--- src/rtl/spi_slave_regfile_if.sv ---
// Pin and fabric-side bundle for the SPI slave register file.
// wr_strobe/rd_strobe are single-cycle qualifiers: acc_addr/acc_data are meaningful only in that cycle (no back-pressure).
interface spi_slave_regfile_if #(
  parameter int NUM_REGS = 4,
  parameter int ADDR_W   = 2
);
  logic                  cpol;
  logic                  cpha;
  logic                  SCLK;
  logic                  MOSI;
  logic                  SS;
  logic                  MISO;
  logic                  miso_oe;
  logic                  wr_strobe;
  logic                  rd_strobe;
  logic [ADDR_W-1:0]     acc_addr;
  logic [7:0]            acc_data;
  logic                  busy;
  logic [NUM_REGS*8-1:0] reg_out;
  logic [1:0]            dbg_state;

  modport slave (
    input  cpol, cpha, SCLK, MOSI, SS,
    output MISO, miso_oe, wr_strobe, rd_strobe, acc_addr, acc_data, busy, reg_out, dbg_state
  );

  modport master (
    output cpol, cpha, SCLK, MOSI, SS,
    input  MISO, miso_oe, wr_strobe, rd_strobe, acc_addr, acc_data, busy, reg_out, dbg_state
  );
endinterface

--- src/rtl/spi_slave_regfile.sv ---
// SPI slave with an oversampled front end: command byte selects read/write and start
// address, then unbounded auto-incrementing byte bursts against an 8-bit register bank.
module spi_slave_regfile #(
  parameter int NUM_REGS = 4,
  parameter int ADDR_W   = 2
) (
  input  logic                clk,
  input  logic                reset,
  spi_slave_regfile_if.slave  bus
);

  typedef enum logic [1:0] {IDLE = 2'd0, CMD = 2'd1, WDATA = 2'd2, RDATA = 2'd3} state_e;

  logic sclk_s1_q, sclk_s2_q, sclk_s3_q, sclk_s1_d, sclk_s2_d, sclk_s3_d;
  logic mosi_s1_q, mosi_s2_q, mosi_s1_d, mosi_s2_d;
  logic ss_s1_q, ss_s2_q, ss_s3_q, ss_s1_d, ss_s2_d, ss_s3_d;

  state_e                state_q, state_d;
  logic [2:0]            bit_cnt_q, bit_cnt_d;
  logic [7:0]            rx_sr_q, rx_sr_d;
  logic [7:0]            tx_sr_q, tx_sr_d;
  logic [ADDR_W-1:0]     addr_ptr_q, addr_ptr_d;
  logic [NUM_REGS*8-1:0] regs_q, regs_d;
  logic [NUM_REGS*8-1:0] reg_out_q, reg_out_d;
  logic                  miso_q, miso_d;
  logic                  miso_oe_q, miso_oe_d;
  logic                  busy_q, busy_d;
  logic                  wr_strobe_q, wr_strobe_d;
  logic                  rd_strobe_q, rd_strobe_d;
  logic [ADDR_W-1:0]     acc_addr_q, acc_addr_d;
  logic [7:0]            acc_data_q, acc_data_d;

  logic nsclk_now, nsclk_prev, lead_edge, trail_edge, sample_edge, shift_edge;
  logic ss_fall, ss_rise;
  logic [7:0] byte_in;
  logic [7:0] cur_reg;

  always_comb begin
    sclk_s1_d = bus.SCLK;
    sclk_s2_d = sclk_s1_q;
    sclk_s3_d = sclk_s2_q;
    mosi_s1_d = bus.MOSI;
    mosi_s2_d = mosi_s1_q;
    ss_s1_d   = bus.SS;
    ss_s2_d   = ss_s1_q;
    ss_s3_d   = ss_s2_q;

    // Normalising by cpol makes "leading" always a 0->1 transition.
    nsclk_now   = sclk_s2_q ^ bus.cpol;
    nsclk_prev  = sclk_s3_q ^ bus.cpol;
    lead_edge   = ~nsclk_prev & nsclk_now;
    trail_edge  = nsclk_prev & ~nsclk_now;
    sample_edge = bus.cpha ? trail_edge : lead_edge;
    shift_edge  = bus.cpha ? lead_edge : trail_edge;
    ss_fall     = ss_s3_q & ~ss_s2_q;
    ss_rise     = ~ss_s3_q & ss_s2_q;
    byte_in     = {rx_sr_q[6:0], mosi_s2_q};
    cur_reg     = regs_q[{addr_ptr_q, 3'b000} +: 8];

    state_d     = state_q;
    bit_cnt_d   = bit_cnt_q;
    rx_sr_d     = rx_sr_q;
    tx_sr_d     = tx_sr_q;
    addr_ptr_d  = addr_ptr_q;
    regs_d      = regs_q;
    wr_strobe_d = 1'b0;
    rd_strobe_d = 1'b0;
    acc_addr_d  = acc_addr_q;
    acc_data_d  = acc_data_q;

    if (ss_rise) begin
      state_d   = IDLE;
      bit_cnt_d = 3'd0;
      tx_sr_d   = 8'h00;
    end else begin
      // A select and an SCLK edge landing together: enter CMD, then count the edge.
      if (state_q == IDLE && ss_fall) begin
        state_d   = CMD;
        bit_cnt_d = 3'd0;
        tx_sr_d   = 8'h00;
      end
      if (state_d != IDLE && !ss_s2_q) begin
        if (sample_edge) begin
          rx_sr_d = byte_in;
          if (bit_cnt_d == 3'd7) begin
            unique case (state_d)
              CMD: begin
                addr_ptr_d = byte_in[ADDR_W-1:0];
                state_d    = byte_in[7] ? WDATA : RDATA;
              end
              WDATA: begin
                regs_d[{addr_ptr_q, 3'b000} +: 8] = byte_in;
                wr_strobe_d = 1'b1;
                acc_addr_d  = addr_ptr_q;
                acc_data_d  = byte_in;
                addr_ptr_d  = addr_ptr_q + ADDR_W'(1);
              end
              RDATA: begin
                rd_strobe_d = 1'b1;
                acc_addr_d  = addr_ptr_q;
                acc_data_d  = cur_reg;
                addr_ptr_d  = addr_ptr_q + ADDR_W'(1);
              end
              default: ;
            endcase
          end
          bit_cnt_d = bit_cnt_d + 3'd1;
        end else if (shift_edge && state_d == RDATA) begin
          // The first shift edge of each read byte loads instead of shifting, for either cpha.
          tx_sr_d = (bit_cnt_d == 3'd0) ? cur_reg : {tx_sr_q[6:0], 1'b0};
        end
      end
    end

    miso_d    = (state_d == RDATA) ? tx_sr_d[7] : 1'b0;
    miso_oe_d = (state_d != IDLE) & ~ss_s2_q;
    busy_d    = (state_d != IDLE);
    reg_out_d = regs_q;
  end

  always_ff @(posedge clk) begin
    if (reset) begin
      sclk_s1_q   <= 1'b0;
      sclk_s2_q   <= 1'b0;
      sclk_s3_q   <= 1'b0;
      mosi_s1_q   <= 1'b0;
      mosi_s2_q   <= 1'b0;
      ss_s1_q     <= 1'b1;
      ss_s2_q     <= 1'b1;
      ss_s3_q     <= 1'b1;
      state_q     <= IDLE;
      bit_cnt_q   <= 3'd0;
      rx_sr_q     <= 8'h00;
      tx_sr_q     <= 8'h00;
      addr_ptr_q  <= '0;
      regs_q      <= '0;
      reg_out_q   <= '0;
      miso_q      <= 1'b0;
      miso_oe_q   <= 1'b0;
      busy_q      <= 1'b0;
      wr_strobe_q <= 1'b0;
      rd_strobe_q <= 1'b0;
      acc_addr_q  <= '0;
      acc_data_q  <= 8'h00;
    end else begin
      sclk_s1_q   <= sclk_s1_d;
      sclk_s2_q   <= sclk_s2_d;
      sclk_s3_q   <= sclk_s3_d;
      mosi_s1_q   <= mosi_s1_d;
      mosi_s2_q   <= mosi_s2_d;
      ss_s1_q     <= ss_s1_d;
      ss_s2_q     <= ss_s2_d;
      ss_s3_q     <= ss_s3_d;
      state_q     <= state_d;
      bit_cnt_q   <= bit_cnt_d;
      rx_sr_q     <= rx_sr_d;
      tx_sr_q     <= tx_sr_d;
      addr_ptr_q  <= addr_ptr_d;
      regs_q      <= regs_d;
      reg_out_q   <= reg_out_d;
      miso_q      <= miso_d;
      miso_oe_q   <= miso_oe_d;
      busy_q      <= busy_d;
      wr_strobe_q <= wr_strobe_d;
      rd_strobe_q <= rd_strobe_d;
      acc_addr_q  <= acc_addr_d;
      acc_data_q  <= acc_data_d;
    end
  end

  assign bus.MISO      = miso_q;
  assign bus.miso_oe   = miso_oe_q;
  assign bus.busy      = busy_q;
  assign bus.wr_strobe = wr_strobe_q;
  assign bus.rd_strobe = rd_strobe_q;
  assign bus.acc_addr  = acc_addr_q;
  assign bus.acc_data  = acc_data_q;
  assign bus.reg_out   = reg_out_q;
  assign bus.dbg_state = state_q;

endmodule

--- src/flat_wrapper.sv ---
// flat-port wrapper written by rule: the top's interface ports become plain ports
module spi_slave_regfile_flat 
#(
  parameter int NUM_REGS = 4,
  parameter int ADDR_W   = 2
)
  (clk, reset, bus_cpol, bus_cpha, bus_SCLK, bus_MOSI, bus_SS, bus_MISO, bus_miso_oe, bus_wr_strobe, bus_rd_strobe, bus_acc_addr, bus_acc_data, bus_busy, bus_reg_out, bus_dbg_state);
  spi_slave_regfile_if #(.NUM_REGS(NUM_REGS), .ADDR_W(ADDR_W)) bus_i ();
  input  logic clk;
  input  logic reset;
  input wire logic [$bits(bus_i.cpol)-1:0] bus_cpol;
  input wire logic [$bits(bus_i.cpha)-1:0] bus_cpha;
  input wire logic [$bits(bus_i.SCLK)-1:0] bus_SCLK;
  input wire logic [$bits(bus_i.MOSI)-1:0] bus_MOSI;
  input wire logic [$bits(bus_i.SS)-1:0] bus_SS;
  output wire logic [$bits(bus_i.MISO)-1:0] bus_MISO;
  output wire logic [$bits(bus_i.miso_oe)-1:0] bus_miso_oe;
  output wire logic [$bits(bus_i.wr_strobe)-1:0] bus_wr_strobe;
  output wire logic [$bits(bus_i.rd_strobe)-1:0] bus_rd_strobe;
  output wire logic [$bits(bus_i.acc_addr)-1:0] bus_acc_addr;
  output wire logic [$bits(bus_i.acc_data)-1:0] bus_acc_data;
  output wire logic [$bits(bus_i.busy)-1:0] bus_busy;
  output wire logic [$bits(bus_i.reg_out)-1:0] bus_reg_out;
  output wire logic [$bits(bus_i.dbg_state)-1:0] bus_dbg_state;
  assign bus_i.cpol = bus_cpol;
  assign bus_i.cpha = bus_cpha;
  assign bus_i.SCLK = bus_SCLK;
  assign bus_i.MOSI = bus_MOSI;
  assign bus_i.SS = bus_SS;
  assign bus_MISO = bus_i.MISO;
  assign bus_miso_oe = bus_i.miso_oe;
  assign bus_wr_strobe = bus_i.wr_strobe;
  assign bus_rd_strobe = bus_i.rd_strobe;
  assign bus_acc_addr = bus_i.acc_addr;
  assign bus_acc_data = bus_i.acc_data;
  assign bus_busy = bus_i.busy;
  assign bus_reg_out = bus_i.reg_out;
  assign bus_dbg_state = bus_i.dbg_state;
  spi_slave_regfile #(.NUM_REGS(NUM_REGS), .ADDR_W(ADDR_W)) u_core (.clk(clk), .reset(reset), .bus(bus_i));
endmodule
--- config.mk ---
export PLATFORM = sky130hd
export DESIGN_NAME = spi_slave_regfile_flat
export DESIGN_NICKNAME = d
export VERILOG_FILES = /design/src/rtl/spi_slave_regfile_if.sv /design/src/rtl/spi_slave_regfile.sv /design/src/flat_wrapper.sv
export SDC_FILE = /design/constraint.sdc
export NUM_CORES = 1
export LEC_CHECK = 0
export ABC_CLOCK_PERIOD_IN_PS = 3700
export BUFFER_PORTS_ARGS = -buffer_cell sky130_fd_sc_hd__buf_2
export CAP_MARGIN = 10
export CORE_MARGIN = 4
export CORE_UTILIZATION = 55
export CTS_BUF_LIST = sky130_fd_sc_hd__clkbuf_4
export CTS_CLUSTER_SIZE = 20
export DETAILED_ROUTE_END_ITERATION = 7
export PLACE_DENSITY = 0.76
export SLEW_MARGIN = 20
export SYNTH_ARGS = -nofsm -noshare
export SYNTH_HDL_FRONTEND = slang
export SYNTH_SLANG_ARGS = --single-unit
--- constraint.sdc ---
create_clock -name clk -period 3.7 [get_ports clk]
set_input_delay 0.37 -clock clk [delete_from_list [all_inputs] [get_ports clk]]
set_output_delay 0.37 -clock clk [all_outputs]
set_load 0.02 [all_outputs]
==> results of run 1 <==
==> worst register-to-register path, delay by kind of cell (launching register included) <==
family                   cells  cell delay, ns
adder cells (fa/ha/maj)      2            0.42
multiplexers                 2            0.77
flip-flops                   1            0.48
buffers and inverters        1            0.07
AND/OR/NAND/NOR              4            1.41
==> where the power goes <==
group          internal, W   total, W  switching [W]
Sequential         0.00118    0.00118     0.00000434
Clock             0.000206   0.000580       0.000374
Combinational    0.0000165  0.0000520      0.0000355
==> through the flow <==
| step | cell area [sq um] | worst slack (ns) | util, % | power, W |
|---|---|---|---|---|
| 2_1_floorplan | 4460 | 0.711 | - | 0.00125 |
| 3_3_place_gp | 4790 | 0.643 | 61.4 | 0.00126 |
| 3_5_place_dp | 4790 | 0.502 | 61.4 | 0.00126 |
| 4_1_cts | 4920 | 0.467 | 63.0 | 0.00182 |
| 5_1_grt | 4920 | 0.213 | 63.0 | 0.00188 |
| 6_report | 4920 | 0.455 | 63.0 | 0.00182 |
==> cells in the mapped netlist, types with 2 or more instances <==
| cell | count |
|---|---|
| ha_1 | 8 |
| mux2_1 | 32 |
| nor3b_1 | 5 |
| a311oi_1 | 8 |
| mux2_2 | 2 |
| nor3_1 | 3 |
| nand2_1 | 15 |
| and3_1 | 4 |
| nand2b_1 | 3 |
| or2_2 | 4 |
| nand3_1 | 22 |
| nor4bb_1 | 2 |
| mux4_2 | 8 |
| inv_1 | 7 |
| nor2b_1 | 45 |
| dfxtp_1 | 109 |
| and2_1 | 34 |
| a211oi_1 | 8 |
| buf_2 | 5 |
| mux2i_1 | 10 |
| nor2_1 | 9 |
| a22oi_1 | 6 |
| a21oi_1 | 24 |
| clkbuf_1 | 15 |
| a31oi_1 | 2 |
| o21ai_0 | 13 |
| buf_4 | 5 |
==> flip-flops by register name, summed over array words and instances (netlist names), 2 cells and up <==
name and count:
u_core.bus.acc_addr 2, u_core.reg_out_d 32, u_core.rx_sr_q 7, u_core.bus.acc_data 8, u_core.addr_ptr_q 2, u_core.bus.dbg_state 2, u_core.bus.reg_out 32, u_core.tx_sr_q 8
u_core.bit_cnt_q 3
==> cell families after synthesis <==
logic type | Yosys count
AND/OR/NAND/NOR | 153
buffers and inverters | 32
flip-flops | 109
XOR/XNOR | 1
multiplexers | 53
adder cells (fa/ha/maj) | 8
AO/OA/AOI/OAI | 69
==> metal layers <==
metal  wire length (um)  share of wire [%]  vias up  global-route usage [%]
met3                697                7.0       16                    3.07
met4                204                2.1        0                    8.84
met5                  0                  0        -                       0
met1               4260                 43     1598                    28.0
li1                   -                  -     1602                       -
met2               4770                 48      125                    33.5
==> final timing paths <==
| path | startpoint | slack, ns | end | cells after the start |
|---|---|---|---|---|
| worst min register to register | u_core.ss_s1_q | 0.43 | u_core.ss_s2_q | 1 |
| worst max-delay path | u_core.ss_s3_q | 0.46 | u_core.reg_out_d[5] | 9 |
| worst max register to register | u_core.ss_s3_q | 0.46 | u_core.reg_out_d[5] | 9 |
| worst min-delay path | bus_SS | 0.07 | u_core.ss_s1_q | 2 |
==> layout make-up <==
type | count | area [sq um] | share of cell area [%]
Timing Repair Buffer | 61 | 320 | 6.51
Multi-Input combinational cell | 284 | 2140 | 43.4
Tap cell | 102 | 128 | 2.59
Sequential cell | 109 | 2180 | 44.3
Clock buffer | 10 | 75.1 | 1.53
Clock inverter | 5 | 52.6 | 1.07
Inverter | 7 | 26.3 | 0.534
==> impl_metrics.csv, run 1 <==
group,metric,value,unit
setup_path,max_stage_delay,0.68,ns
global_routing,track_usage,20.8,%
sta,max_freq,308,MHz
floorplan,die_y,98.1,um
drt,wl_per_cell,17.2,um
clocking,cts_resized,0,
sta,whs,0.0693,ns
setup_path,worstPathCellList,"or4b_1 > nand2_1 > inv_1 > ha_1 > ha_1 > nor4bb_1 > mux2_4 > and3_1 > mux2_1",
clocking,clock_latency,0.46,ns
floorplan,core,7810,sq um
final_layout,insertedDiodeCount,0,
sta,hold_viol_final,0,
clocking,cts_buffers,9,
clocking,cts_sinks,109,
drt,vias,3341,
floorplan,ios,56,
synthesis,yosys.area_share.xor_xnor,0.364,%
final_layout,fillers,666,
clocking,clockBufferDepth,2,
synthesis,synthTopCellsByArea,"dfxtp_1 (49%), mux2_1 (8.1%), nor2b_1 (6.3%)",
sta,slew_viol_final,0,
setup_path,crit_arrival,3.61,ns
global_routing,grt_pass1_wl,15900,um
global_routing,overflow,0,
synthesis,synth_fp_nets,440,
synthesis,synth.ff_latch_count,109,
drt,first_iter_violations,280,
final_layout,layout_common_cells,"dfxtp_1 (109), buf_2 (55), nor2b_1 (45)",
final_layout,layout_commonest_cell,"dfxtp_1",
synthesis,syn_area,4460,sq um
place,dpl.cell_count,563,
global_routing,grt_max_degree,61,
synthesis,syn_inst,425,
place,gp_congestion,0.900,
setup_path,cp_top_family,"simple AND/OR/NAND/NOR gates",
sta,tns,0,ns
floorplan,dieArea,9620,sq um
sta,relSlewSlack,27.6,%
power_and_ir_drop,p_leak,2.00,nW
final_layout,drive_gt1_share,19.7,%
synthesis,synth_top_family_by_area,"simple AND/OR/NAND/NOR gates",
floorplan,num_rows,32,
final_layout,layoutNonFillerInstCount,578,
clocking,post_cts_buffers,0,
setup_path,cp_common_cell,"ha_1",
sta,worst_pin_slew,1.09,ns
synthesis,seq_area_frac_synth,48.9,%
drt,wl,9930,um
place,portBuffers,55,
worst_hold_path,hp-class,"in -> reg",
final_layout,area_growth,10.2,%
synthesis,synth_flop_cell,"dfxtp_1",
power_and_ir_drop,pwr_density_cell,369,nW/um^2
setup_path,slowest_stage,"or4b_1",
clocking,htreeDepth,3,
clocking,cts_tree,"yes",
clocking,clk_pin_slew,0.16,ns
setup_path,crit_required,4.07,ns
setup_path,cp-start-kind,"flop",
flow_run,maxCapViolations,0,
sta,fin_crit_sh,87.7,%
drt,dr.pass1.iters,5,
power_and_ir_drop,max-vdd-ir-drop,0.000189,V
sta,min_period,3.24,ns
sta,grt_setup_unrepaired,"false",
run_status,outcome,"finished, final reports clean",
drt,drc_errors,0,
sta,finalClockSkew,0.0188,ns
final_layout,layout.nets,487,
setup_path,cp_max_fo,16,
drt,ant_nets,0,
synthesis,muxShareOfSynthArea,15.2,%
global_routing,antenna_found_initial,0,
synthesis,synth-adder-area-share,2.24,%
floorplan,die_width,98.1,um
floorplan,start_util,57.2,%
synthesis,synth_edf_count,0,
synthesis,synth-async-reset-ratio,0,%
global_routing,grt_pass1_vias,3193,
synthesis,synth_top_cell_area_share,48.9,%
synthesis,synth_largest_area_cell,"dfxtp_1",
clocking,cts_root_buf,"clkbuf_4",
synthesis,synth_compound_area_share,10.0,%
synthesis,yosysWarnings,0,
drt,vias_per_cell,5.78,
setup_path,critical_path_class,"reg -> reg",
setup_path,setup.worst_path.end_class,"flop",
synthesis,synth_cell_types,44,
sta,setup_viol,0,
clocking,cts_hold_buf,0,
place,hpwl,6910,um
setup_path,crit_buf_inv,1,
synthesis,syn_avg_cell_area,10.5,sq um
synthesis,synth-simple-area-share,20.0,%
No activity file was read; power rests on OpenSTA's default activity.
==> run 2, diff against run 1 <==
--- a/config.mk
+++ b/config.mk
@@ -10,7 +10,7 @@
 export CAP_MARGIN = 10
 export CORE_MARGIN = 4
 export CORE_UTILIZATION = 55
-export CTS_BUF_LIST = sky130_fd_sc_hd__clkbuf_4
+export CTS_BUF_LIST = sky130_fd_sc_hd__clkbuf_16
 export CTS_CLUSTER_SIZE = 20
 export DETAILED_ROUTE_END_ITERATION = 7
 export PLACE_DENSITY = 0.76
==> impl_metrics.csv, run 2 (same netlist as run 1, synthesis figures left out) <==
group,metric,value,unit
run_status,outcome,"finished, final reports clean",
final_layout,multi_input_area,2140,sq um
setup_path,rr_worst_depth,9,
setup_path,crit_buf_inv,1,
drt,first_iter_violations,251,
sta,tns,0,ns
setup_path,cp_max_fo,16,
global_routing,grt_pass1_wl,16200,um
setup_path,cp_common_cell,"ha_1",
drt,wl,10100,um
final_layout,layout_commonest_cell,"dfxtp_1",
setup_path,crit_required,3.92,ns
sta,fin_crit_sh,87.5,%
power_and_ir_drop,internal_power,0.00171,W
global_routing,grt_pass1_vias,3212,
setup_path,endpoint,"u_core.reg_out_d[0]",
sta,relSlewSlack,27.3,%
global_routing,track_usage,21.1,%
setup_path,critical_path_class,"reg -> reg",
setup_path,cp-start-kind,"flop",
clocking,cts_hold_buf,0,
power_and_ir_drop,max-vdd-ir-drop,0.000250,V
clocking,clockBufferDepth,2,
setup_path,max_stage_delay,0.68,ns
sta,finalWorstSetupSlack,0.462,ns
final_layout,fillers,641,
place,dp_worst_setup_slack,0.502,ns
flow_run,maxCapViolations,0,
power_and_ir_drop,power.share.sequential,54.8,%
clocking,cts_root_buf,"clkbuf_16",
sta,min_period,3.24,ns
setup_path,cp_top_family,"simple AND/OR/NAND/NOR gates",
setup_path,r2r-end,"u_core.reg_out_d[0]",
final_layout,regArea,2180,sq um
power_and_ir_drop,p_leak,2.07,nW
drt,drc_errors,0,
place,hpwl,6910,um
sta,max_freq,309,MHz
final_layout,insertedDiodeCount,0,
floorplan,die_width,98.1,um
sta,finalClockSkew,0.00932,ns
floorplan,core,7810,sq um
setup_path,cp.depth,9,
drt,wl_per_cell,17.4,um
clocking,cts_resized,0,
setup_path,worstSetupStartpoint,"u_core.ss_s3_q",
setup_path,worstPathCellList,"or4b_1 > nand2_1 > inv_1 > ha_1 > ha_1 > nor4bb_1 > mux2_4 > and3_1 > mux2_1",
clocking,cts_sinks,109,
setup_path,setup.worst_path.end_class,"flop",
power_and_ir_drop,pwr_density_cell,425,nW/um^2
clocking,clk_pin_slew,0.07,ns
place,portBuffers,55,
final_layout,drive_gt1_share,19.5,%
power_and_ir_drop,switching_share,20.8,%
power_and_ir_drop,p_clk_share,42.7,%
clocking,clock_latency,0.34,ns
floorplan,num_rows,32,
setup_path,timing.rr.start,"u_core.ss_s3_q",
global_routing,overflow,0,
sta,setup_viol,0,
place,gp_congestion,0.900,
sta,slew_viol_final,0,
global_routing,antenna_found_initial,0,
power_and_ir_drop,pwr-share-comb,2.4,%
global_routing,grt_max_degree,61,
final_layout,layout.nets,487,
drt,ant_nets,0,
setup_path,crit_arrival,3.46,ns
setup_path,reg2reg_slack,0.46,ns
final_layout,layout_common_cells,"dfxtp_1 (109), buf_2 (55), nor2b_1 (45)",
floorplan,die_y,98.1,um
clocking,post_cts_buffers,0,
clocking,htreeDepth,3,
clocking,cts_buffers,9,
sta,worst_pin_slew,1.09,ns
setup_path,slowest_stage,"or4b_1",
power_and_ir_drop,p_switching,0.000447,W
drt,vias,3338,
sta,hold_viol_final,0,
floorplan,start_util,57.2,%
floorplan,dieArea,9620,sq um
sta,grt_setup_unrepaired,"false",
clocking,cts_tree,"yes",
drt,vias_per_cell,5.78,
floorplan,ios,56,
worst_hold_path,hp-class,"in -> reg",
drt,dr.pass1.iters,5,
final_layout,area_growth,13.7,%
[run 2: cell types whose count changed in the layout (fill, tap and decap cells not counted)]
cell       change
clkbuf_4      -10
clkbuf_16      +9
inv_1          +1
[run 2: power groups by stage]
stage	Sequential [W]	Combinational (W)	Clock, W
after floorplan	0.00121	0.0000367	0
after global placement	0.00121	0.0000506	0
after detailed placement	0.00121	0.0000513	0
after CTS	0.00118	0.0000516	0.000938
after global routing	0.00118	0.0000561	0.000988
final	0.00118	0.0000522	0.000921
[run 2: final cells by class]
class | instances | share of cell area, %
Inverter | 7 | 0.518
Sequential cell | 109 | 43.0
Multi-Input combinational cell | 284 | 42.1
Clock buffer | 9 | 4.44
Timing Repair Buffer | 61 | 6.31
Clock inverter | 6 | 1.11
Tap cell | 102 | 2.51
[run 2: worst min-delay path by stage]
stage,depth (start not counted),end,from
2_1_floorplan,1,u_core.ss_s2_q,u_core.ss_s1_q
3_3_place_gp,1,u_core.ss_s2_q,u_core.ss_s1_q
3_5_place_dp,1,u_core.ss_s2_q,u_core.ss_s1_q
4_1_cts,2,u_core.ss_s1_q,bus_SS
5_1_grt,2,u_core.ss_s1_q,bus_SS
6_report,2,u_core.ss_s1_q,bus_SS
[run 2: stage by stage]
step                utilization (%)  instances  hold slack [ns]  power, W  area (sq um)
detailed placement             61.4        563            0.397   0.00126          4790
CTS                            65.0        578            0.196   0.00217          5070
finish                         65.0        578            0.203   0.00216          5070
floorplan                         -        425            0.389   0.00125          4460
global placement               61.4        563            0.398   0.00126          4790
global route                   65.0        578            0.201   0.00223          5070
[run 2: metal layers]
layer / track usage, % / vias up / routed length (um) / part of all wire (%)
met5: 0 / - / 0 / 0
met4: 7.88 / 0 / 157 / 1.6
met3: 3.29 / 13 / 708 / 7.0
met2: 34.5 / 119 / 4920 / 49
met1: 28.2 / 1607 / 4270 / 42
li1: - / 1599 / - / -
==> run 3, diff against run 2 <==
--- a/config.mk
+++ b/config.mk
@@ -13,7 +13,7 @@
 export CTS_BUF_LIST = sky130_fd_sc_hd__clkbuf_16
 export CTS_CLUSTER_SIZE = 20
 export DETAILED_ROUTE_END_ITERATION = 7
-export PLACE_DENSITY = 0.76
+export PLACE_DENSITY_LB_ADDON = 0.12
 export SLEW_MARGIN = 20
 export SYNTH_ARGS = -nofsm -noshare
 export SYNTH_HDL_FRONTEND = slang
==> impl_metrics.csv, run 3 (same netlist as run 1, synthesis figures left out) <==
group,metric,value,unit
power_and_ir_drop,max-vdd-ir-drop,0.000258,V
final_layout,area_growth,13.8,%
sta,grt_setup_unrepaired,"false",
final_layout,regArea,2180,sq um
setup_path,setup.worst_path.end_class,"flop",
setup_path,worstPathCellList,"or4b_1 > nand2_1 > inv_1 > ha_1 > ha_1 > nor4bb_1 > mux2_4 > and3_1 > mux2_1",
clocking,cts_buffers,9,
clocking,clk_pin_slew,0.07,ns
setup_path,max_stage_delay,0.68,ns
clocking,cts_root_buf,"clkbuf_16",
floorplan,ios,56,
sta,fin_crit_sh,87.6,%
flow_run,maxCapViolations,0,
setup_path,crit_arrival,3.46,ns
clocking,post_cts_buffers,0,
drt,dr.pass1.iters,6,
final_layout,layout_commonest_cell,"dfxtp_1",
final_layout,multi_input_area,2140,sq um
clocking,clockBufferDepth,2,
final_layout,insertedDiodeCount,0,
global_routing,antenna_found_initial,0,
sta,tns,0,ns
final_layout,layout.nets,487,
place,gp_congestion,0.817,
clocking,cts_sinks,109,
setup_path,crit_required,3.92,ns
sta,hold_viol_final,0,
global_routing,grt_pass1_vias,3211,
place,portBuffers,55,
setup_path,cp_top_family,"simple AND/OR/NAND/NOR gates",
setup_path,cp_common_cell,"ha_1",
floorplan,dieArea,9620,sq um
drt,drc_errors,0,
power_and_ir_drop,pwr_density_cell,428,nW/um^2
clocking,htreeDepth,3,
global_routing,grt_max_degree,52,
final_layout,fillers,652,
sta,whs,0.210,ns
clocking,cts_hold_buf,0,
floorplan,core,7810,sq um
floorplan,die_width,98.1,um
floorplan,start_util,57.2,%
drt,wl_per_cell,17.4,um
drt,vias_per_cell,5.75,
sta,worst_pin_slew,1.06,ns
setup_path,critical_path_class,"reg -> reg",
setup_path,cp_max_fo,16,
worst_hold_path,hp-class,"in -> reg",
sta,slew_viol_final,0,
floorplan,die_y,98.1,um
sta,relSlewSlack,29.0,%
global_routing,track_usage,21.4,%
clocking,clock_latency,0.34,ns
setup_path,slowest_stage,"or4b_1",
final_layout,layout_common_cells,"dfxtp_1 (109), buf_2 (55), nor2b_1 (45)",
global_routing,overflow,0,
place,placed_area,4790,sq um
drt,first_iter_violations,164,
floorplan,num_rows,32,
setup_path,cp-start-kind,"flop",
power_and_ir_drop,p_leak,2.08,nW
sta,max_freq,309,MHz
place,hpwl,7100,um
clocking,cts_resized,0,
global_routing,grt_pass1_wl,16500,um
final_layout,drive_gt1_share,20.0,%
drt,ant_nets,0,
setup_path,crit_buf_inv,1,
drt,wl,10100,um
sta,finalClockSkew,0.00480,ns
clocking,cts_tree,"yes",
drt,vias,3322,
run_status,outcome,"finished, final reports clean",
sta,setup_viol,0,
sta,min_period,3.24,ns
final_layout,design_area,5080,sq um
-- run 3: changes by cell type in the layout (fill, tap and decap cells not counted), sizes merged --
| cell | previous run | this run |
|---|---|---|
| clkinvlp | 2 | 1 |
| clkinv | 2 | 3 |
-- run 3: report_power, final --
part	total (W)	internal (W)	leakage (nW)	switching, W
clock	0.000942	0.000521	0.139	0.000421
combinational	0.0000518	0.0000165	1.06	0.0000353
sequential	0.00118	0.00118	0.879	0.00000415
-- run 3: final timing paths --
| kind | slack (ns) | start | endpoint | cells after the start |
|---|---|---|---|---|
| hold reg to reg | 0.43 | u_core.ss_s1_q | u_core.ss_s2_q | 1 |
| setup reg to reg | 0.46 | u_core.ss_s3_q | u_core.reg_out_d[9] | 9 |
| setup / recovery | 0.46 | u_core.ss_s3_q | u_core.reg_out_d[9] | 9 |
| hold / removal | 0.21 | bus_SS | u_core.ss_s1_q | 2 |
-- run 3: final cells by class --
type	count	share of cell area (%)
tap	102	2.51
timing repair buffer	61	6.30
clock inverter	6	1.26
multi-input combinational	284	42.0
sequential	109	42.9
clock buffer	9	4.43
inverter	7	0.517
-- run 3: metrics by stage --
step / total power (W) / std cells / worst slack [ns] / util, %
6_report: 0.00218 / 578 / 0.459 / 65.1
5_1_grt: 0.00225 / 578 / 0.256 / 65.1
4_1_cts: 0.00219 / 578 / 0.477 / 65.1
3_5_place_dp: 0.00126 / 563 / 0.518 / 61.4
3_3_place_gp: 0.00126 / 563 / 0.631 / 61.4
2_1_floorplan: 0.00125 / 425 / 0.711 / -
-- run 3: worst register-to-register path, cell delays in order (launching register included) --
cell and delay (ns):
dfxtp_1 0.45, or4b_1 0.68, nand2_1 0.20, inv_1 0.07
ha_1 0.20, ha_1 0.23, nor4bb_1 0.16, mux2_4 0.38
and3_1 0.36, mux2_1 0.39
-- run 3: routing by layer --
layer / part of all wire, % / global-route usage, %
met5: 0 / 0
met4: 0.79 / 4.79
met3: 5.1 / 5.00
met1: 46 / 29.6
met2: 48 / 34.3
